<file path="src/rtl/bf_control_unit_if.sv">
// Bus between the Brainfuck sequencer and its external PC/datapath/program memory.
// master = sequencer side, slave = datapath side.
interface bf_control_unit_if #(
  parameter int CMD_W = 6
);
  logic             iowait;
  logic             zeroflag;
  logic [3:0]       instruction;
  logic             pc_inc;
  logic             pc_dec;
  logic [CMD_W-1:0] command;
  logic             halted;
  logic             nest_err;

  modport master (
    input  iowait, zeroflag, instruction,
    output pc_inc, pc_dec, command, halted, nest_err
  );

  modport slave (
    output iowait, zeroflag, instruction,
    input  pc_inc, pc_dec, command, halted, nest_err
  );
endinterface

</file>
<file path="src/rtl/bf_control_unit.sv">
// Brainfuck-style control sequencer: 2-cycle fetch/execute, bracket skipping, I/O wait, HALT.
// Define BF_DEBUG_STEP_EN to add single-step gating (step input, at_fetch output).
module bf_control_unit #(
  parameter int DEPTH_W = 4,
  parameter int CMD_W   = 6
) (
  input  logic clk,
  input  logic rst_n,
`ifdef BF_DEBUG_STEP_EN
  input  logic step,
  output logic at_fetch,
`endif
  bf_control_unit_if.master bus
);

  typedef enum logic [2:0] {
    S_FETCH,
    S_EXEC,
    S_IOWAIT,
    S_SKIP_F,
    S_SKIP_B,
    S_HALT
  } state_t;

  localparam logic [3:0] OP_INC   = 4'd1;
  localparam logic [3:0] OP_DEC   = 4'd2;
  localparam logic [3:0] OP_RIGHT = 4'd3;
  localparam logic [3:0] OP_LEFT  = 4'd4;
  localparam logic [3:0] OP_OUT   = 4'd5;
  localparam logic [3:0] OP_IN    = 4'd6;
  localparam logic [3:0] OP_OPEN  = 4'd7;
  localparam logic [3:0] OP_CLOSE = 4'd8;
  localparam logic [3:0] OP_HALT  = 4'd9;

  localparam logic [DEPTH_W-1:0] DEPTH_ONE = DEPTH_W'(1);
  localparam logic [DEPTH_W-1:0] DEPTH_MAX = '1;

  state_t             state_reg;
  logic [DEPTH_W-1:0] depth_reg;
  logic               pc_inc_reg;
  logic               pc_dec_reg;
  logic [5:0]         cmd_reg;
  logic               halted_reg;
  logic               nest_err_reg;
  // High during the pulse half of a 2-cycle skip step; the other half samples.
  logic               skip_pulse_reg;

  logic       go;
  logic       is_open;
  logic       is_close;
  logic       is_io;
  logic [5:0] op_cmd;

`ifdef BF_DEBUG_STEP_EN
  assign go       = step;
  assign at_fetch = (state_reg == S_FETCH);
`else
  assign go = 1'b1;
`endif

  assign is_open  = (bus.instruction == OP_OPEN);
  assign is_close = (bus.instruction == OP_CLOSE);
  assign is_io    = (bus.instruction == OP_OUT) || (bus.instruction == OP_IN);

  always_comb begin
    op_cmd = 6'b000000;
    case (bus.instruction)
      OP_INC:   op_cmd = 6'b000001;
      OP_DEC:   op_cmd = 6'b000010;
      OP_RIGHT: op_cmd = 6'b000100;
      OP_LEFT:  op_cmd = 6'b001000;
      OP_OUT:   op_cmd = 6'b010000;
      OP_IN:    op_cmd = 6'b100000;
      default:  op_cmd = 6'b000000;
    endcase
  end

  always_ff @(posedge clk or negedge rst_n) begin
    if (!rst_n) begin
      state_reg      <= S_FETCH;
      depth_reg      <= '0;
      pc_inc_reg     <= 1'b0;
      pc_dec_reg     <= 1'b0;
      cmd_reg        <= 6'b000000;
      halted_reg     <= 1'b0;
      nest_err_reg   <= 1'b0;
      skip_pulse_reg <= 1'b0;
    end else begin
      case (state_reg)
        S_FETCH: begin
          if (go) begin
            if (bus.instruction == OP_HALT) begin
              halted_reg <= 1'b1;
              state_reg  <= S_HALT;
            end else if (is_io) begin
              // The io strobe is raised now and held through any wait.
              cmd_reg    <= op_cmd;
              pc_inc_reg <= !bus.iowait;
              state_reg  <= bus.iowait ? S_IOWAIT : S_EXEC;
            end else if (is_open && bus.zeroflag) begin
              depth_reg      <= DEPTH_ONE;
              pc_inc_reg     <= 1'b1;
              skip_pulse_reg <= 1'b1;
              state_reg      <= S_SKIP_F;
            end else if (is_close && !bus.zeroflag) begin
              depth_reg      <= DEPTH_ONE;
              pc_dec_reg     <= 1'b1;
              skip_pulse_reg <= 1'b1;
              state_reg      <= S_SKIP_B;
            end else begin
              pc_inc_reg <= 1'b1;
              cmd_reg    <= op_cmd;
              state_reg  <= S_EXEC;
            end
          end
        end

        S_EXEC: begin
          pc_inc_reg <= 1'b0;
          pc_dec_reg <= 1'b0;
          cmd_reg    <= 6'b000000;
          state_reg  <= S_FETCH;
        end

        S_IOWAIT: begin
          if (go && !bus.iowait) begin
            pc_inc_reg <= 1'b1;
            state_reg  <= S_EXEC;
          end
        end

        S_SKIP_F: begin
          if (skip_pulse_reg) begin
            pc_inc_reg     <= 1'b0;
            skip_pulse_reg <= 1'b0;
          end else if (go) begin
            if (is_open && depth_reg == DEPTH_MAX) begin
              nest_err_reg <= 1'b1;
              halted_reg   <= 1'b1;
              state_reg    <= S_HALT;
            end else begin
              pc_inc_reg <= 1'b1;
              if (is_open) begin
                depth_reg <= depth_reg + DEPTH_ONE;
              end else if (is_close) begin
                depth_reg <= depth_reg - DEPTH_ONE;
              end
              // Matching ']' found: its pc_inc pulse is the final one.
              if (is_close && depth_reg == DEPTH_ONE) begin
                state_reg <= S_EXEC;
              end else begin
                skip_pulse_reg <= 1'b1;
              end
            end
          end
        end

        S_SKIP_B: begin
          if (skip_pulse_reg) begin
            pc_dec_reg     <= 1'b0;
            skip_pulse_reg <= 1'b0;
          end else if (go) begin
            if (is_close && depth_reg == DEPTH_MAX) begin
              nest_err_reg <= 1'b1;
              halted_reg   <= 1'b1;
              state_reg    <= S_HALT;
            end else if (is_open && depth_reg == DEPTH_ONE) begin
              // Step forward past the matching '[' so its body runs next.
              depth_reg  <= '0;
              pc_inc_reg <= 1'b1;
              state_reg  <= S_EXEC;
            end else begin
              pc_dec_reg     <= 1'b1;
              skip_pulse_reg <= 1'b1;
              if (is_close) begin
                depth_reg <= depth_reg + DEPTH_ONE;
              end else if (is_open) begin
                depth_reg <= depth_reg - DEPTH_ONE;
              end
            end
          end
        end

        S_HALT: begin
          pc_inc_reg <= 1'b0;
          pc_dec_reg <= 1'b0;
          cmd_reg    <= 6'b000000;
        end

        default: begin
          state_reg <= S_FETCH;
        end
      endcase
    end
  end

  assign bus.pc_inc   = pc_inc_reg;
  assign bus.pc_dec   = pc_dec_reg;
  assign bus.halted   = halted_reg;
  assign bus.nest_err = nest_err_reg;

  generate
    for (genvar gi = 0; gi < CMD_W; gi++) begin : g_cmd
      if (gi < 6) begin : g_used
        assign bus.command[gi] = cmd_reg[gi];
      end else begin : g_zero
        assign bus.command[gi] = 1'b0;
      end
    end
  endgenerate

endmodule

</file>
<file path="src/flat_wrapper.sv">
// flat-port wrapper written by rule: the top's interface ports become plain ports
module bf_control_unit_flat 
#(
  parameter int DEPTH_W = 4,
  parameter int CMD_W   = 6
)
  (clk, rst_n, bus_iowait, bus_zeroflag, bus_instruction, bus_pc_inc, bus_pc_dec, bus_command, bus_halted, bus_nest_err);
  bf_control_unit_if #(.CMD_W(CMD_W)) bus_i ();
  input  logic clk;
  input  logic rst_n;
  input wire logic [$bits(bus_i.iowait)-1:0] bus_iowait;
  input wire logic [$bits(bus_i.zeroflag)-1:0] bus_zeroflag;
  input wire logic [$bits(bus_i.instruction)-1:0] bus_instruction;
  output wire logic [$bits(bus_i.pc_inc)-1:0] bus_pc_inc;
  output wire logic [$bits(bus_i.pc_dec)-1:0] bus_pc_dec;
  output wire logic [$bits(bus_i.command)-1:0] bus_command;
  output wire logic [$bits(bus_i.halted)-1:0] bus_halted;
  output wire logic [$bits(bus_i.nest_err)-1:0] bus_nest_err;
  assign bus_i.iowait = bus_iowait;
  assign bus_i.zeroflag = bus_zeroflag;
  assign bus_i.instruction = bus_instruction;
  assign bus_pc_inc = bus_i.pc_inc;
  assign bus_pc_dec = bus_i.pc_dec;
  assign bus_command = bus_i.command;
  assign bus_halted = bus_i.halted;
  assign bus_nest_err = bus_i.nest_err;
  bf_control_unit #(.DEPTH_W(DEPTH_W), .CMD_W(CMD_W)) u_core (.clk(clk), .rst_n(rst_n), .bus(bus_i));
endmodule
</file>
<file path="config.mk">
export PLATFORM = sky130hd
export DESIGN_NAME = bf_control_unit_flat
export DESIGN_NICKNAME = d
export VERILOG_FILES = /design/src/rtl/bf_control_unit_if.sv /design/src/rtl/bf_control_unit.sv /design/src/flat_wrapper.sv
export SDC_FILE = /design/constraint.sdc
export NUM_CORES = 1
export LEC_CHECK = 0
export CAP_MARGIN = 10
export CORE_UTILIZATION = 40
export CTS_BUF_LIST = sky130_fd_sc_hd__clkbuf_16
export DETAILED_ROUTE_END_ITERATION = 6
export SYNTH_ARGS = -nofsm -noshare
export SYNTH_HDL_FRONTEND = slang
export SYNTH_SLANG_ARGS = --single-unit
</file>
<file path="constraint.sdc">
create_clock -name clk -period 2.9 [get_ports clk]
set_input_delay 0.87 -clock clk [delete_from_list [all_inputs] [get_ports clk]]
set_output_delay 0.87 -clock clk [all_outputs]
set_load 0.005 [all_outputs]
</file>
=== After elaboration in Yosys (flattened, before gate mapping) ===
Index checks and enable logic that the tools add are counted.

* Flip-flop bits (word level): 18
* Input bits: 8
* Output and inout bits: 10

* Add/sub/neg operators: 2
* Equality and inequality tests: 40
* Muxes and demuxes: 69
* Bitwise logic cells: 1
* Reduce and logical (&&, ||, !) cells: 24

{| class="wikitable"
|+ Operator list
! kind !! count
|-
| 4-bit 2-to-1 mux || 13
|-
| 6-bit one-hot mux with 6 select lines || 1
|-
| 3-bit 2-to-1 mux || 11
|-
| 1-bit 2-to-1 mux || 31
|-
| 6-bit 2-to-1 mux || 4
|-
| 4-bit by 3-bit equality test with 1-bit output (second input constant) || 4
|-
| 2-bit != test (second input constant) || 8
|-
| 3-bit by 2-bit != test with 1-bit output (second input constant) || 5
|-
| 3-bit one-hot mux with 5 select lines || 1
|-
| 4-bit equality test (second input constant) || 3
|-
| 3-bit by 1-bit != test with 1-bit output (second input constant) || 4
|-
| 4-bit one-hot mux with 3 select lines || 1
|-
| 6-bit one-hot mux with 2 select lines || 1
|-
| 6-bit AND reduction || 2
|-
| 2-bit by 1-bit != test with 1-bit output (second input constant) || 5
|-
| 10-bit AND reduction || 1
|-
| 1-bit one-hot mux with 3 select lines || 3
|-
| 4-bit by 1-bit equality test with 1-bit output (second input constant) || 2
|-
| 4-bit by 2-bit equality test with 1-bit output (second input constant) || 2
|-
| 4-bit AND reduction || 2
|-
| 8-bit AND reduction || 1
|-
| 7-bit AND reduction || 1
|-
| 3-bit by 2-bit equality test with 1-bit output (second input constant) || 2
|-
| 3-bit equality test (second input constant) || 2
|-
| other kinds (18) || 26
|}

=== Logic depth before layout (Yosys ltp) ===
Gate-level depths: netlist (run 1).

* Depth after elaboration: 7
* Depth in mapped cells: 7
* Mapped depth without buffers: 7

=== Worst setup path before layout (run 1) ===
Ideal clock, no wire load.

* Path type: input -> register
* Start: input port bus_instruction[1]
* End: register u_core.depth_reg[2]
* Data arrival time: 2.490 ns
* Data required time: 2.774 ns
* Setup slack: 0.284 ns
* Stages: 7
* Path buffers: 2
* Path through: buf_2 or4b_4 buf_6 a211oi_4 o21ai_1 and3_4 o32a_1

* Word-level cells in the longest chain between the ends: 6

{| class="wikitable"
|+ RTL lines
! item !! RTL line !! RTL
|-
| start: declaration || flat_wrapper.sv:13 || <nowiki>input wire logic [$bits(bus_i.instruction)-1:0] bus_instruction;</nowiki>
|-
| 4-bit equality test / 4-bit by 3-bit equality test with 1-bit output (equally long branches) || bf_control_unit.sv:62, bf_control_unit.sv:61 ||
|-
| 4-bit 2-to-1 mux (tied with other cells) || bf_control_unit.sv:175 || <nowiki>if (is_close) begin</nowiki>
|-
| 4-bit 2-to-1 mux (on tied branches) || bf_control_unit.sv:167, bf_control_unit.sv:100 ||
|-
| 4-bit 2-to-1 mux (on tied branches) || bf_control_unit.sv:163, bf_control_unit.sv:95 ||
|-
| 4-bit 2-to-1 mux (on tied branches) || bf_control_unit.sv:159, bf_control_unit.sv:92 ||
|-
| 4-bit one-hot mux with 3 select lines || bf_control_unit.sv:89 || <nowiki>case (state_reg)</nowiki>
|-
| end signal: assignment || bf_control_unit.sv:146 || <nowiki>depth_reg <= depth_reg - DEPTH_ONE;</nowiki>
|-
| end signal: assignment || bf_control_unit.sv:176 || <nowiki>depth_reg <= depth_reg + DEPTH_ONE;</nowiki>
|-
| end signal: assignment || bf_control_unit.sv:178 || <nowiki>depth_reg <= depth_reg - DEPTH_ONE;</nowiki>
|-
| end: declaration || bf_control_unit.sv:39 || <nowiki>logic [DEPTH_W-1:0] depth_reg;</nowiki>
|}

Parallel ways exist; a longest one is shown, timed or not. The select of a mux whose other input is x is not followed.
A chain may end at the register's enable or synchronous reset.

=== Worst setup path after layout (run 1) ===
* Start: input port bus_instruction[0]
* End: register u_core.depth_reg[2]

Same word-level chain as after synthesis.

==> impl_metrics.tcl, run 1 <==
set metrics [dict create \
    timing.slew.headroom 0.6053 \
    holdBufCountCts 0 \
    rsz0062_at_grt "no" \
    crit_fanout 7 \
    core_area_um2 3363 \
    track_usage 0.2107 \
    fin_setup_tns_ns 0 \
    drv_cap 0 \
    numCtsBuffers 3 \
    root_buffer "clkbuf_16" \
    clock_path_buffers 2 \
    crit_required_ns 3.03 \
    async_flop_share 1.000 \
    area_delta_synth_final_pct 25.44 \
    hold_ws_ns 0.4574 \
    synth_top_cell_by_area "dfrtp_1" \
    grt_pass1_wl_mm 5.920 \
    start_kind "input pin" \
    synth_area_um2 1416 \
    ys_ff_latch 18 \
    rows 21 \
    synth_area_leaders "dfrtp_1 32%, nor2_1 4.0%, o31ai_1 3.7%, nand2_1 3.4%, a21oi_1 2.8%" \
    ant_nets 0 \
    synthFlopType "dfrtp_1" \
    syn_inst 170 \
    gp_congestion 0.9491 \
    hpwl_mm 2.643 \
    setup_violations 0 \
    drt-initial-drc-count 71 \
    grt_antenna_before_repair 0 \
    peakVddDrop_mv 0.3590 \
    syn_avg_cell_area_um2 8.332 \
    die_x_um 61.51 \
    clkSinkCount 18 \
    cts_setup_buffers 0 \
    critPathCaptureType "flop" \
    p_per_area_nw_per_um2 889.4 \
    synth_edf_count 0 \
    cts_resized 0 \
    outcome "completed" \
    max_freq_ghz 0.3724 \
    first_pass_iters 4 \
    fin_area_um2 1777 \
    largest_reg_flops 6 \
    synth_most_common_cell "dfrtp_1" \
    clkLatencyLatePin_ns 0.25 \
    cts_tree "done" \
    slew_viol_final 0 \
    nets 206 \
    hold_viol 0 \
    p_leak_nw 0.7508 \
    htree_num_levels 1 \
    crit_type "input pin to flop" \
    drive_gt1_frac 0.1289 \
    routedWlPerCell_um 14.65 \
    grt_max_degree 19 \
    yosysSeqAreaShare 0.3180 \
    io_buffers 17 \
    vias_per_cell 5.813 \
    tightestPinTransition_ns 0.5920 \
    min_period_over_period 0.9258 \
    arrival_ns 2.81 \
    n_fill_cell 341 \
    start_util 0.4211 \
    total_power_mw 1.580 \
    n_antenna_cell 0 \
    fin_crit_ns 2.685 \
    min_path_type "flop to flop" \
    die_y_um 61.51 \
    regArea_um2 450.4 \
    place_area_um2 1698 \
    synth.top_cell.area_share 0.3180 \
    clk_pin_slew_ns 0.05 \
    dieArea_um2 3783 \
    drcViolationCount 0 \
    final.setup_skew_ns 0.002036 \
    yosys.cell_types.count 54 \
    grt_pass1_vias 1326 \
    gr-total-overflow 0 \
    boundaryPins 18 \
    yosysWarnings 0 \
    routed_wl_mm 3.516 \
    num_vias 1395 \
    multi_input_area_um2 862.1 \
    synth_nets 181 \
    synth_commonest_cells "18 x dfrtp_1, 15 x nor2_1, 13 x nand2_1" \
]
==> layer usage <==
layer | share of wire | up-vias | GRT usage | wire length [um]
met1 | 0.45 | 664 | 0.2680 | 1568
met2 | 0.50 | 51 | 0.3625 | 1745
li1 | - | 678 | - | -
met3 | 0.052 | 2 | 0.02101 | 182
met4 | 0.0054 | 0 | 0.08889 | 19
met5 | 0 | - | 0 | 0
==> critical path, cell delays in order <==
cell and delay, ns:
clkdlybuf4s50_1 0.48, buf_4 0.14, nand4b_1 0.18, a211oi_1 0.40, o21ai_1 0.17, and3_4 0.21, o32a_1 0.34
==> metrics by stage <==
stage          setup WS [ns]    util  instances
5_1_grt              0.07143  0.5283        240
3_3_place_gp         0.03240  0.5048        236
6_report              0.2151  0.5283        240
2_1_floorplan         0.2839       -        170
4_1_cts               0.2232  0.5283        240
3_5_place_dp        -0.05240  0.5048        236
==> layout by cell type (no fill, tap or decap), types with 3 or more instances in the layout <==
cell type / netlist / routed
buf_4: 0 / 16
nor3_1: 5 / 5
mux2i_1: 4 / 4
nand2_1: 13 / 13
dfrtp_1: 18 / 18
o21ai_1: 8 / 8
o21ai_0: 4 / 4
o31ai_1: 7 / 7
inv_1: 9 / 9
o22ai_1: 3 / 3
ha_1: 3 / 3
nor2_1: 15 / 15
clkdlybuf4s50_1: 0 / 17
nand3_1: 3 / 3
a31oi_1: 5 / 5
nand2b_1: 5 / 5
a21oi_1: 8 / 8
nor2b_1: 3 / 3
clkbuf_16: 0 / 3
==> where the power goes <==
part | leakage, nW | internal, mW | switching, mW | total [mW]
registers | 0.219 | 0.330 | 0.132 | 0.462
logic | 0.493 | 0.390 | 0.451 | 0.841
clock network | 0.0385 | 0.183 | 0.0940 | 0.277
total | 0.751 | 0.903 | 0.677 | 1.58
==> logic make-up (layout without fill, tap and decap cells) <==
kind of cell / after synthesis / count (layout) / synth area share
compound gates: 58 / 58 / 0.2915
xor+xnor: 1 / 1 / 0.006185
fa+ha+maj: 3 / 3 / 0.02650
buf+inv: 23 / 47 / 0.07331
flops: 18 / 18 / 0.3180
mux: 5 / 5 / 0.03622
simple gates: 62 / 62 / 0.2482
==> final timing paths <==
kind / depth (start not counted) / startpoint / to / slack [ns]
setup / recovery: 7 / bus_instruction[0] / u_core.depth_reg[2] / 0.22
hold / removal: 1 / u_core.bus.nest_err / u_core.bus.nest_err / 0.46
setup reg to reg: 6 / u_core.depth_reg[0] / u_core.depth_reg[2] / 0.60
hold reg to reg: 1 / u_core.bus.nest_err / u_core.bus.nest_err / 0.46
max in group asynchronous: 2 / rst_n / u_core.bus.nest_err / 1.75
min in group asynchronous: 2 / rst_n / u_core.bus.command[2] / 0.95
==> layout make-up <==
class                           instances  share of cell area
Tap cell                               46             0.03239
Inverter                               10             0.02113
Sequential cell                        18              0.2535
Clock buffer                            3             0.04225
Multi-Input combinational cell        129              0.4852
Clock inverter                          1            0.002113
Timing Repair Buffer                   33              0.1634
Note: power is estimated with default switching activity, not from simulation.
==> inputs of run 2 (changes only) <==
--- a/config.mk
+++ b/config.mk
@@ -9,6 +9,7 @@
 export CORE_UTILIZATION = 40
 export CTS_BUF_LIST = sky130_fd_sc_hd__clkbuf_16
 export DETAILED_ROUTE_END_ITERATION = 6
+export PLACE_DENSITY_LB_ADDON = 0.3
 export SYNTH_ARGS = -nofsm -noshare
 export SYNTH_HDL_FRONTEND = slang
 export SYNTH_SLANG_ARGS = --single-unit
==> impl_metrics.tcl, run 2 (same netlist as run 1, synthesis figures left out) <==
set metrics [dict create \
    final_cell_mix "18 x dfrtp_1, 17 x clkdlybuf4s50_1, 16 x buf_4, 15 x nor2_1, 13 x nand2_1" \
    setup_violations 0 \
    dieArea_um2 3783 \
    crit_slowest_cell "clkdlybuf4s50_1" \
    crit_required_ns 3.03 \
    first_pass_iters 4 \
    p_leak_nw 0.7493 \
    layout.cells.non_filler 239 \
    die_x_um 61.51 \
    p_clk_frac 0.177 \
    routedWlPerCell_um 14.75 \
    holdCritStartpoint "u_core.bus.nest_err" \
    holdBufCountCts 0 \
    arrival_ns 2.82 \
    cts_resized 0 \
    tightestPinTransition_ns 0.5406 \
    routed_wl_mm 3.526 \
    slew_viol_final 0 \
    drv_cap 0 \
    intPower_mw 0.8916 \
    clkSinkCount 18 \
    dp_cells 236 \
    n_antenna_cell 0 \
    root_buffer "clkbuf_16" \
    num_vias 1390 \
    swShare 0.4316 \
    clkLatencyLatePin_ns 0.25 \
    n_fill_cell 335 \
    max_freq_ghz 0.3723 \
    grt_max_degree 20 \
    gr-total-overflow 0 \
    cts_setup_buffers 0 \
    nets 206 \
    drive_gt1_frac 0.1295 \
    htree_num_levels 1 \
    drt-initial-drc-count 80 \
    hpwl_mm 2.678 \
    rows 21 \
    final.setup_skew_ns 0.001422 \
    path_cells "clkdlybuf4s50_1 -> buf_4 -> nand4b_1 -> a211oi_1 -> o21ai_1 -> and3_4 -> o32a_1" \
    regArea_um2 450.4 \
    hold_depth 1 \
    drcViolationCount 0 \
    min_path_type "flop to flop" \
    critPathCaptureType "flop" \
    track_usage 0.2047 \
    p_per_area_nw_per_um2 884.7 \
    crit_type "input pin to flop" \
    grt_pass1_vias 1268 \
    hold_viol 0 \
    start_util 0.4211 \
    timing.slew.headroom 0.6396 \
    crit_fanout 7 \
    max_stage_delay_ns 0.43 \
    boundaryPins 18 \
    vias_per_cell 5.816 \
    reg2regPathDepth 6 \
    seqPwrFrac 0.298 \
    rsz0062_at_grt "no" \
    multi_input_area_um2 862.1 \
    outcome "completed" \
    grt_antenna_before_repair 0 \
    cts_tree "done" \
    start_kind "input pin" \
    min_period_over_period 0.9262 \
    clock_path_buffers 2 \
    area_delta_synth_final_pct 25.18 \
    ant_nets 0 \
    largest_reg_flops 6 \
    timing.rr.start "u_core.depth_reg[0]" \
    comb_power_share 0.525 \
    peakVddDrop_mv 0.3649 \
    core_area_um2 3363 \
    worst-r2r-setup-slack_ns 0.64 \
    mostFrequentLayoutCell "dfrtp_1" \
    clk_pin_slew_ns 0.05 \
    gp_congestion 0.8903 \
    fin_crit_ns 2.686 \
    worstReg2RegEnd "u_core.depth_reg[2]" \
    io_buffers 17 \
    numCtsBuffers 3 \
    switchingPower_mw 0.6769 \
    grt_pass1_wl_mm 5.685 \
    die_y_um 61.51 \
    utilization 0.5272 \
    whs_endpoint "u_core.bus.nest_err" \
]
run 2: metrics by stage:
step / power [mW] / hold slack, ns / worst slack, ns / setup TNS (ns) / cell area, um2
after floorplan: 1.047 / 0.4510 / 0.2839 / 0 / 1416
after global placement: 1.261 / 0.4407 / 0.02747 / 0 / 1698
after detailed placement: 1.285 / 0.4517 / -0.004815 / -0.005440 / 1698
after CTS: 1.564 / 0.4633 / 0.2502 / 0 / 1773
after global routing: 1.686 / 0.4717 / 0.02752 / 0 / 1773
final: 1.568 / 0.4562 / 0.2140 / 0 / 1773
run 2: routing by layer:
| layer | GRT usage | vias up | part of all wire |
|---|---|---|---|
| met2 | 0.3502 | 38 | 0.48 |
| li1 | - | 678 | - |
| met1 | 0.2580 | 668 | 0.46 |
| met3 | 0.02311 | 6 | 0.037 |
| met4 | 0.09206 | 0 | 0.021 |
| met5 | 0 | - | 0 |
run 2: layout make-up:
class                      instances  area share
multi-input combinational        129      0.4862
timing repair buffer              33      0.1637
sequential                        18      0.2541
inverter                          10     0.02117
clock buffer                       3     0.04234
tap                               46     0.03246
run 2: worst max path at each step:
stage,startpoint,endpoint,cells past startpoint
floorplan,bus_instruction[1],u_core.depth_reg[2],7
global placement,bus_instruction[0],u_core.depth_reg[2],6
detailed placement,bus_instruction[3],u_core.depth_reg[0],8
CTS,bus_instruction[3],u_core.depth_reg[2],7
global route,bus_instruction[3],u_core.depth_reg[0],8
finish,bus_instruction[3],u_core.depth_reg[2],7
run 2: critical path: cells and delay by family:
kind,cells,cell delay [ns]
AOI/OAI and AO/OA,3,0.89
buffers and inverters,2,0.60
and+or+nand+nor,2,0.47
run 2: power by group through the flow:
stage	combinational (mW)	sequential [mW]	clock (mW)
final	0.823	0.468	0.278
after global routing	0.914	0.482	0.290
after CTS	0.817	0.467	0.280
after detailed placement	0.815	0.470	0
after global placement	0.795	0.465	0
after floorplan	0.650	0.397	0
==> inputs of run 3 (changes only) <==
--- a/config.mk
+++ b/config.mk
@@ -5,10 +5,12 @@
 export SDC_FILE = /design/constraint.sdc
 export NUM_CORES = 1
 export LEC_CHECK = 0
+export ABC_CLOCK_PERIOD_IN_PS = 2900
 export CAP_MARGIN = 10
 export CORE_UTILIZATION = 40
 export CTS_BUF_LIST = sky130_fd_sc_hd__clkbuf_16
 export DETAILED_ROUTE_END_ITERATION = 6
+export HOLD_SLACK_MARGIN = 0.02
 export PLACE_DENSITY_LB_ADDON = 0.3
 export SYNTH_ARGS = -nofsm -noshare
 export SYNTH_HDL_FRONTEND = slang
==> results of run 3 <==
No change in the layout: final DEF, timing and power equal those of run 2.
